===== src/rtl/Qupls4_pkg.sv =====
// Qupls4_pkg: micro-op format and the opcode/func codes the trig issue queue decodes.
// Latency: n/a (types and constants only).
// Backpressure: n/a.
package Qupls4_pkg;

    // Floating-point major opcodes: scalar H/S/D/Q, packed PH/PS/PD/PQ, and generic packed.
    localparam logic [6:0] OP_FLTH  = 7'h50;
    localparam logic [6:0] OP_FLTS  = 7'h51;
    localparam logic [6:0] OP_FLTD  = 7'h52;
    localparam logic [6:0] OP_FLTQ  = 7'h53;
    localparam logic [6:0] OP_FLTPH = 7'h54;
    localparam logic [6:0] OP_FLTPS = 7'h55;
    localparam logic [6:0] OP_FLTPD = 7'h56;
    localparam logic [6:0] OP_FLTPQ = 7'h57;
    localparam logic [6:0] OP_FLTP  = 7'h58;

    // Float sub-functions handled by the CORDIC unit.
    localparam logic [6:0] FLT_SIN  = 7'h10;
    localparam logic [6:0] FLT_COS  = 7'h11;
    localparam logic [6:0] FLT_ATAN = 7'h12;

    // Operation kind presented to the trig unit.
    localparam logic [1:0] KIND_SIN  = 2'd0;
    localparam logic [1:0] KIND_COS  = 2'd1;
    localparam logic [1:0] KIND_ATAN = 2'd2;

    typedef struct packed {
        logic [6:0] opcode;
        logic [6:0] func;
    } micro_op_t;

endpackage


===== src/rtl/qupls4_trig_issue_queue.sv =====
// qupls4_trig_issue_queue: classifies LANES decoded micro-ops as trig, compacts them in lane order into a DEPTH-entry FIFO, issues one per cycle to the CORDIC unit.
// Latency: lane_trig is combinational; an accepted op reaches out_* the cycle after it is written (no empty-queue bypass).
// Backpressure: in_ready only when DEPTH-count >= LANES (all-or-nothing lane group); head holds stable while out_ready=0.
// Ports: clk, rst_n (sync, active low), flush; in_valid/in_uop/in_tag/in_ready lane group; lane_trig per-lane class;
//        out_valid/out_ready/out_kind/out_tag issue handshake; count = occupied entries.
module qupls4_trig_issue_queue
    import Qupls4_pkg::*;
#(
    parameter int LANES   = 4,
    parameter int DEPTH   = 8,
    parameter int TAGW    = 6,
    parameter bit EN_SIN  = 1'b1,
    parameter bit EN_COS  = 1'b1,
    parameter bit EN_ATAN = 1'b1
) (
    input  logic                            clk,
    input  logic                            rst_n,
    input  logic                            flush,
    input  logic [LANES-1:0]                in_valid,
    input  micro_op_t [LANES-1:0]           in_uop,
    input  logic [LANES-1:0][TAGW-1:0]      in_tag,
    output logic                            in_ready,
    output logic [LANES-1:0]                lane_trig,
    output logic                            out_valid,
    input  logic                            out_ready,
    output logic [1:0]                      out_kind,
    output logic [TAGW-1:0]                 out_tag,
    output logic [$clog2(DEPTH+1)-1:0]      count
);

    localparam int PW = $clog2(DEPTH);
    localparam int CW = $clog2(DEPTH+1);
    // in_ready holds exactly when count is at or below this level.
    localparam logic [CW:0] READY_MAX_CNT = (CW+1)'(DEPTH - LANES);

    logic [1:0]      kind_mem [DEPTH];
    logic [TAGW-1:0] tag_mem  [DEPTH];

    logic [PW-1:0]   rd_ptr;
    logic [PW-1:0]   wr_ptr;
    logic [1:0]      lane_kind [LANES];
    logic [PW-1:0]   lane_off  [LANES];
    logic [CW-1:0]   trig_cnt;
    logic            accept;
    logic            deq;

    function automatic logic is_flt_op(input logic [6:0] op);
        return op inside {OP_FLTH, OP_FLTS, OP_FLTD, OP_FLTQ,
                          OP_FLTPH, OP_FLTPS, OP_FLTPD, OP_FLTPQ, OP_FLTP};
    endfunction

    // Per-lane classification; a disabled function falls through as non-trig.
    always_comb begin
        for (int i = 0; i < LANES; i++) begin
            lane_trig[i] = 1'b0;
            lane_kind[i] = KIND_SIN;
            if (in_valid[i] && is_flt_op(in_uop[i].opcode)) begin
                case (in_uop[i].func)
                    FLT_SIN: begin
                        lane_trig[i] = EN_SIN;
                        lane_kind[i] = KIND_SIN;
                    end
                    FLT_COS: begin
                        lane_trig[i] = EN_COS;
                        lane_kind[i] = KIND_COS;
                    end
                    FLT_ATAN: begin
                        lane_trig[i] = EN_ATAN;
                        lane_kind[i] = KIND_ATAN;
                    end
                    default: begin
                        lane_trig[i] = 1'b0;
                        lane_kind[i] = KIND_SIN;
                    end
                endcase
            end
        end
    end

    // Compaction: each trig lane lands at wr_ptr + (number of trig lanes below it).
    always_comb begin
        trig_cnt = '0;
        for (int i = 0; i < LANES; i++) begin
            lane_off[i] = PW'(trig_cnt);
            trig_cnt    = trig_cnt + CW'(lane_trig[i]);
        end
    end

    // Space check uses only the registered count so the ready path stays short;
    // a same-cycle dequeue does not open room early.
    assign in_ready  = ({1'b0, count} <= READY_MAX_CNT);
    assign accept    = in_ready & ~flush;
    assign out_valid = (count != '0);
    assign deq       = out_valid & out_ready;
    // Head is forced to zero while empty so stale entries never leak out.
    assign out_kind  = out_valid ? kind_mem[rd_ptr] : 2'd0;
    assign out_tag   = out_valid ? tag_mem[rd_ptr]  : '0;

    always_ff @(posedge clk) begin
        if (!rst_n || flush) begin
            rd_ptr <= '0;
            wr_ptr <= '0;
            count  <= '0;
        end else begin
            if (accept) begin
                wr_ptr <= wr_ptr + PW'(trig_cnt);
            end
            if (deq) begin
                rd_ptr <= rd_ptr + PW'(1);
            end
            count <= count + (accept ? trig_cnt : '0) - CW'(deq);
        end
    end

    // Storage carries no reset; occupancy alone decides what is live.
    always_ff @(posedge clk) begin
        if (rst_n && accept) begin
            for (int i = 0; i < LANES; i++) begin
                if (lane_trig[i]) begin
                    kind_mem[wr_ptr + lane_off[i]] <= lane_kind[i];
                    tag_mem[wr_ptr + lane_off[i]]  <= in_tag[i];
                end
            end
        end
    end

    count_in_range: assert property (@(posedge clk) disable iff (!rst_n)
        count <= CW'(DEPTH));

    enq_fits: assert property (@(posedge clk) disable iff (!rst_n)
        accept |-> (({1'b0, count} + (CW+1)'(trig_cnt)) <= (CW+1)'(DEPTH)));

endmodule


===== config.mk =====
export PLATFORM = sky130hd
export DESIGN_NAME = qupls4_trig_issue_queue
export DESIGN_NICKNAME = d
export VERILOG_FILES = /design/src/rtl/Qupls4_pkg.sv /design/src/rtl/qupls4_trig_issue_queue.sv
export SDC_FILE = /design/constraint.sdc
export NUM_CORES = 1
export LEC_CHECK = 0
export ABC_AREA = 1
export CAP_MARGIN = 20
export CORE_ASPECT_RATIO = 1.1
export CORE_MARGIN = 2
export CORE_UTILIZATION = 25
export CTS_CLUSTER_DIAMETER = 50
export DETAILED_ROUTE_END_ITERATION = 6
export GPL_TIMING_DRIVEN = 0
export PLACE_DENSITY_LB_ADDON = 0.2
export SLEW_MARGIN = 20
export SYNTH_ARGS = -nofsm -noshare
export SYNTH_HDL_FRONTEND = slang
export SYNTH_SLANG_ARGS = --single-unit
export TNS_END_PERCENT = 1

===== constraint.sdc =====
create_clock -name clk -period 4.21 [get_ports clk]
set_input_delay 1.0525 -clock clk [delete_from_list [all_inputs] [get_ports clk]]
set_output_delay 1.0525 -clock clk [all_outputs]
set_load 0.02 [all_outputs]

# --- Word level (Yosys, flattened, before mapping) ---
# Memories as Yosys holds them, arrays and structs flattened. A register that Yosys moved wholly into a read port is not among the register bits.
# Cells that the tools add are included.
word_totals:
  register_bits: 10
  latch_bits: 0
  mem_bits_rw: 64
  rom_bits: 0
  input_bits: 88
  out_inout_bits: 18
  elab_cells: 118
  mem_count: 2
mem_list:
  columns: ["name", "words", "width", "rd", "rd_ports_with_merged_regs", "wr", "line_no", "rtl"]
  rows:
  - ["tag_mem", 8, 6, 1, 1, 4, "qupls4_trig_issue_queue.sv:37", "logic [TAGW-1:0] tag_mem [DEPTH];"]
  - ["kind_mem", 8, 2, 1, 1, 4, "qupls4_trig_issue_queue.sv:36", "logic [1:0] kind_mem [DEPTH];"]
op_classes:
  n_addsub: 10
  n_mul: 0
  div_mod_pow: 0
  order_cmp: 1
  eq_ne: 48
  n_shift: 0
  n_mux: 35
  n_bitwise: 3
  reduce_logical: 16
ops:
  columns: ["cell", "n"]
  rows:
  - ["$eq A7 B7 Y1 const B", 36]
  - ["$eq A7 B5 Y1 const B", 12]
  - ["$reduce_bool A9 Y1", 4]
  - ["$mux W1", 20]
  - ["$pmux W2 S2", 4]
  - ["$mux W3", 4]
  - ["$reduce_or A3 Y1", 4]
  - ["$mux W2", 5]
  - ["$add A3 B3 Y3", 2]
  - ["$mux W6", 1]
  - ["$logic_and A1 B1 Y1", 5]
  - ["$add A3 B1 Y4", 1]
  - ["$add A4 B4 Y4", 1]
  - ["$le A4 B3 Y1 const B", 1]
  - ["$mux W4", 1]
  - ["$reduce_bool A4 Y1", 1]
  - ["$sub A4 B1 Y4", 1]
  - ["$add A2 B1 Y3", 1]
  - ["$add A3 B1 Y3", 1]
  - ["$add A3 B1 Y3 const B", 1]
  - ["$add A3 B2 Y3", 1]
  - ["$add A1 B1 Y2", 1]
  - ["$and A1 B1 Y1", 2]
  - ["$logic_not A1 Y1", 1]
  - ["2 further kinds", 2]

# --- Longest topological paths before layout ---
logic_depth:
  depth_word: 10
  depth_mapped: 20
  mapped_depth_nobuf: 20

# --- Worst setup path before layout ---
# No wires, ideal clock.
synth_timing:
  kind: "input port to flip-flop"
  start: "input port in_uop[8] in the netlist's numbering"
  end: "register count[3]"
  t_arrival_ns: 4.495
  required_time_ns: 4.085
  setup_slack_ns: -0.410
  path_stages: 18
  n_path_buf: 0
  cell_sequence: "or2_2 -> o21ai_1 -> nand2_1 -> nor2_1 -> inv_1 -> nand2_1 -> fa_1 -> ha_1 -> fa_1 -> nand2_1 -> ha_1 -> inv_1 -> ha_1 -> nand3_1 -> nand2_1 -> xor2_1 -> o21ai_0 -> a21oi_1"
synth_between:
  elab_chain_len: 10
  word_cells_on_any_way: 18
  classes_between: "add/sub: 5; eq/ne: 9; mux: 2; reduce/logical: 2"
synth_rtl:
  columns: ["element", "line_no", "rtl"]
  rows:
  - ["start: declaration", "qupls4_trig_issue_queue.sv:20", "input micro_op_t [LANES-1:0] in_uop,"]
  - ["$eq A7 B7 Y1", "qupls4_trig_issue_queue.sv:48", "return op inside {OP_FLTH, OP_FLTS, OP_FLTD, OP_FLTQ,"]
  - ["$reduce_bool A9 Y1 (*)", "qupls4_trig_issue_queue.sv:48", null]
  - ["$logic_and A1 B1 Y1 (*)", "qupls4_trig_issue_queue.sv:57", "if (in_valid[i] && is_flt_op(in_uop[i].opcode)) begin"]
  - ["$mux W1 (*)", "qupls4_trig_issue_queue.sv:57", null]
  - ["via lane_trig[0]", "qupls4_trig_issue_queue.sv:23", "output logic [LANES-1:0] lane_trig,"]
  - ["$add A1 B1 Y2 (*)", "qupls4_trig_issue_queue.sv:85", "trig_cnt = trig_cnt + CW'(lane_trig[i]);"]
  - ["$add A2 B1 Y3 (*)", "qupls4_trig_issue_queue.sv:85", null]
  - ["$add A3 B1 Y4 (*)", "qupls4_trig_issue_queue.sv:85", null]
  - ["$mux W4 (*)", "qupls4_trig_issue_queue.sv:111", "count <= count + (accept ? trig_cnt : '0) - CW'(deq);"]
  - ["$add A4 B4 Y4 (*)", "qupls4_trig_issue_queue.sv:111", null]
  - ["$sub A4 B1 Y4 (*)", "qupls4_trig_issue_queue.sv:111", null]
  - ["end signal: assignment", "qupls4_trig_issue_queue.sv:111", null]
  - ["end: declaration", "qupls4_trig_issue_queue.sv:28", "output logic [$clog2(DEPTH+1)-1:0] count"]
# Mark *: on every way through the listed nets, which the timed path passes. The rest lies on a longest branch.
# A chain may end at the register's enable or synchronous reset.

==> results.md <==
* Status: finished, final reports clean
* Hold_ws at 0.462 ns
* Num rows at 62
* Crit path required time at around 4.3 ns
* Via count at 7,116
* Largest family of logic cells by synthesized area: simple AND/OR/NAND/NOR gates
* Die height at around 180 um
* Overflow after GRT at 0
* CTS buffer count at 9
* Critical Path End Type: flop
* Slew Viols, Final at 0
* Switch Pwr at about 0.85 mW
* Critical path type: input port to flop
* Mux contribution to synthesized area at 0%
* Synth cell count leaders: 310 x nand2_1, 171 x nor2_1, 112 x nand3_1
* Hold WC Path Type: flop to flop
* Setup TNS at 0 ns
* Crit-path max FO at 10
* Drt first pass iters at 5
* Avg Cell Area, Syn at between 6 and 7 um2
* Comb pwr share at around 35%
* Setup ws final at between 0.1 and 0.15 ns
* Setup violators final at 0
* Utilization after layout at 33.8%
* Pwr dens at between 200 and 300 nW/um2
* Sequential power share at between 30% and 40%
* Adder-Cell Fraction of Synth Area at 4.79%
* Area grow syn2layout at 32.3%
* Worst endpoint data arrival time at around 4.1 ns
* Reg clk slew, reported paths at about 0.050 ns
* Area share of and/or/nand/nor cells after synthesis at approximately 44%
* Routability cong. at between 0.8 and 0.9
* Final worst path period need at between 4 and 5 ns
* Vias per std cell at approximately 4.8
* Synth Register Bits at between 70 and 80
* Global Route Usage Sum at roughly 18%
* Max VDD drop at roughly 0.17 mV
* Synth top area share at ~29%
* R2R Setup Slk at roughly 1.5 ns
* Compound-Gate Fraction of Synth Area at 8.99%
* Die area at roughly 28,000 um2
* Antenna violations before repair at 2
* Synthesized netlist cell count at slightly above 1,000
* Top_reg_cell synth: edfxtp_1
* Fin nets at ~1,200
* Root Buffer: clkbuf_16
* Synth warnings at 0
* Slew HR at 42.5%
* Share of cells above drive strength 1 at between 10% and 20%
* CTS H-Tree Depth at 3
* Post-place setup slack at -1.10 ns
* Least-Margin Pin Slew at approximately 0.86 ns
* Final wirelength at between 20 and 30 mm
* Cell area after synthesis at 6690 um2
* Final hold violation count at 0
* Ranking of synthesized cells by area: edfxtp_1 29%, nand2_1 17%, nor2_1 9.6%, nand3_1 8.4%, inv_1 4.3%
* DRC viols at 0
* Most frequent cell after synthesis: nand2_1
* F_max at 245 MHz
* ANT nets after route at 0
* Post-CTS Hold Buffers at 0
* Port Buffers at 85
* Post-Synth XOR/XNOR Area at less than 1%
* Core Area at around 26,000 um2
* Die W at 160 um
* Critical Path Start Type: input port
* Inserted Diodes at 0
* Pleak at slightly above 4 nW
* DR WL/cell at ~17 um
* Pint at 1.63 mW
* Seq/Total Area, Yosys at 32.6%
* First-pass GRT wire length at ~38 mm
* DP Area at between 8000 and 9000 um2
* Total of max-cap violations at 0
* Net Count, Synth at 1,124
* CTS tree: yes
* Detailed Place HPWL at ~20 mm
* Clk sinks at 77
* Switching portion of total power at 34.3%
* Worst skew pair latency at 0.35 ns
* Max clock buf depth at 2
* Clock skew at 0.00840 ns
* Largest net degree at the start of global routing at 14
* Yosys cell types at 40
* Initial Utilization at 25.5%
* Crit share post-route at 96.9%
* Design Area, Final at roughly 8900 um2
* Clock share of power at a little over 30%
* DR iter-0 viols at between 600 and 700
* Vias in the first global route at 6,572
* Fraction of registers with async set/reset at 0%
* Cell taking the most area after synthesis: edfxtp_1
* EDFF count, synth at 64
* Ports at 106
## worst max-delay path, stage by stage
cell	delay, ns
clkdlybuf4s15_1	0.16
or2_4	0.23
o21ai_4	0.16
nand2_2	0.08
nor2_4	0.14
inv_4	0.05
nand2_4	0.09
ha_1	0.26
ha_1	0.20
fa_1	0.53
inv_1	0.09
nor2_2	0.21
nand4_4	0.23
buf_4	0.27
nand2_1	0.08
nand3b_1	0.15
buf_12	0.16
## sequential cells by signal, indices dropped and copies added, names as in the netlist, named ones only
signal	cells
kind_mem	16
wr_ptr	3
tag_mem	48
count	4
rd_ptr	3
## layout by cell type, fill, tap and decap left out, drive strengths merged
cell and count:
or2 7, dfxtp 13, nor3 8, nand4 15, nor3b 2, edfxtp 64
clkbuf 26, ha 16, clkinvlp 2, bufinv 1, clkdlybuf4s50 53, xor2 4
dlymetal6s2s 25, o21ai 56, dlygate4sd2 3, a31oi 8, buf 56, xnor2 2
clkdlybuf4s15 3, inv 81, nand3b 6, a21oi 42, clkinv 7, nand2 315
nand3 120, nor2 186, fa 6, o22ai 8
## kinds of logic (layout without fill, tap and decap cells)
logic type / after synthesis / after routing
adder cells (fa/ha/maj): 22 / 22
buffers and inverters: 136 / 257
XOR/XNOR: 6 / 6
AO/OA/AOI/OAI: 114 / 114
AND/OR/NAND/NOR: 659 / 659
flip-flops: 77 / 77
## what timing repair did
item                       4_1_cts  5_1_grt
cloned                           0        0
setup endpoints to repair      132      128
setup buffers                    9       11
resized for setup               44       77
pin swaps                       19       41
## worst paths after layout
path / start / to / cells past startpoint
worst max register to register: wr_ptr[0] / tag_mem[6][0] / 9
worst min register to register: rd_ptr[2] / rd_ptr[2] / 2
worst min-delay path: rd_ptr[2] / rd_ptr[2] / 2
worst max-delay path: in_uop[7] / tag_mem[6][0] / 17
## power groups by stage
stage / clock network, mW / registers (mW) / logic [mW]
floorplan: 0 / 0.880 / 0.448
detailed placement: 0 / 0.875 / 0.841
global placement: 0 / 0.876 / 0.838
global route: 0.819 / 0.862 / 0.946
CTS: 0.785 / 0.859 / 0.864
finish: 0.767 / 0.858 / 0.856
## metal layers
layer	up-vias	wire, um	track usage, %
li1	3538	-	-
met1	3247	11000	23.0
met2	277	11800	29.0
met3	52	1530	3.02
met4	2	819	7.43
met5	-	13	0
## metrics by stage
stage | cells | total power [mW]
finish | 1487 | 2.48
global route | 1487 | 2.63
CTS | 1476 | 2.51
detailed placement | 1451 | 1.72
global placement | 1451 | 1.71
floorplan | 1014 | 1.33
## cell type report
type / instances / area [um2]
well taps: 352 / 440
plain buffers: 51 / 295
clock inverters: 6 / 63.8
repair buffers: 105 / 1070
fillers: 2905 / 17400
clock buffers: 10 / 229
flip-flops and latches: 77 / 2180
multi-input cells: 801 / 4250
inverters: 85 / 329
Note: power is estimated with default switching activity, not from simulation.
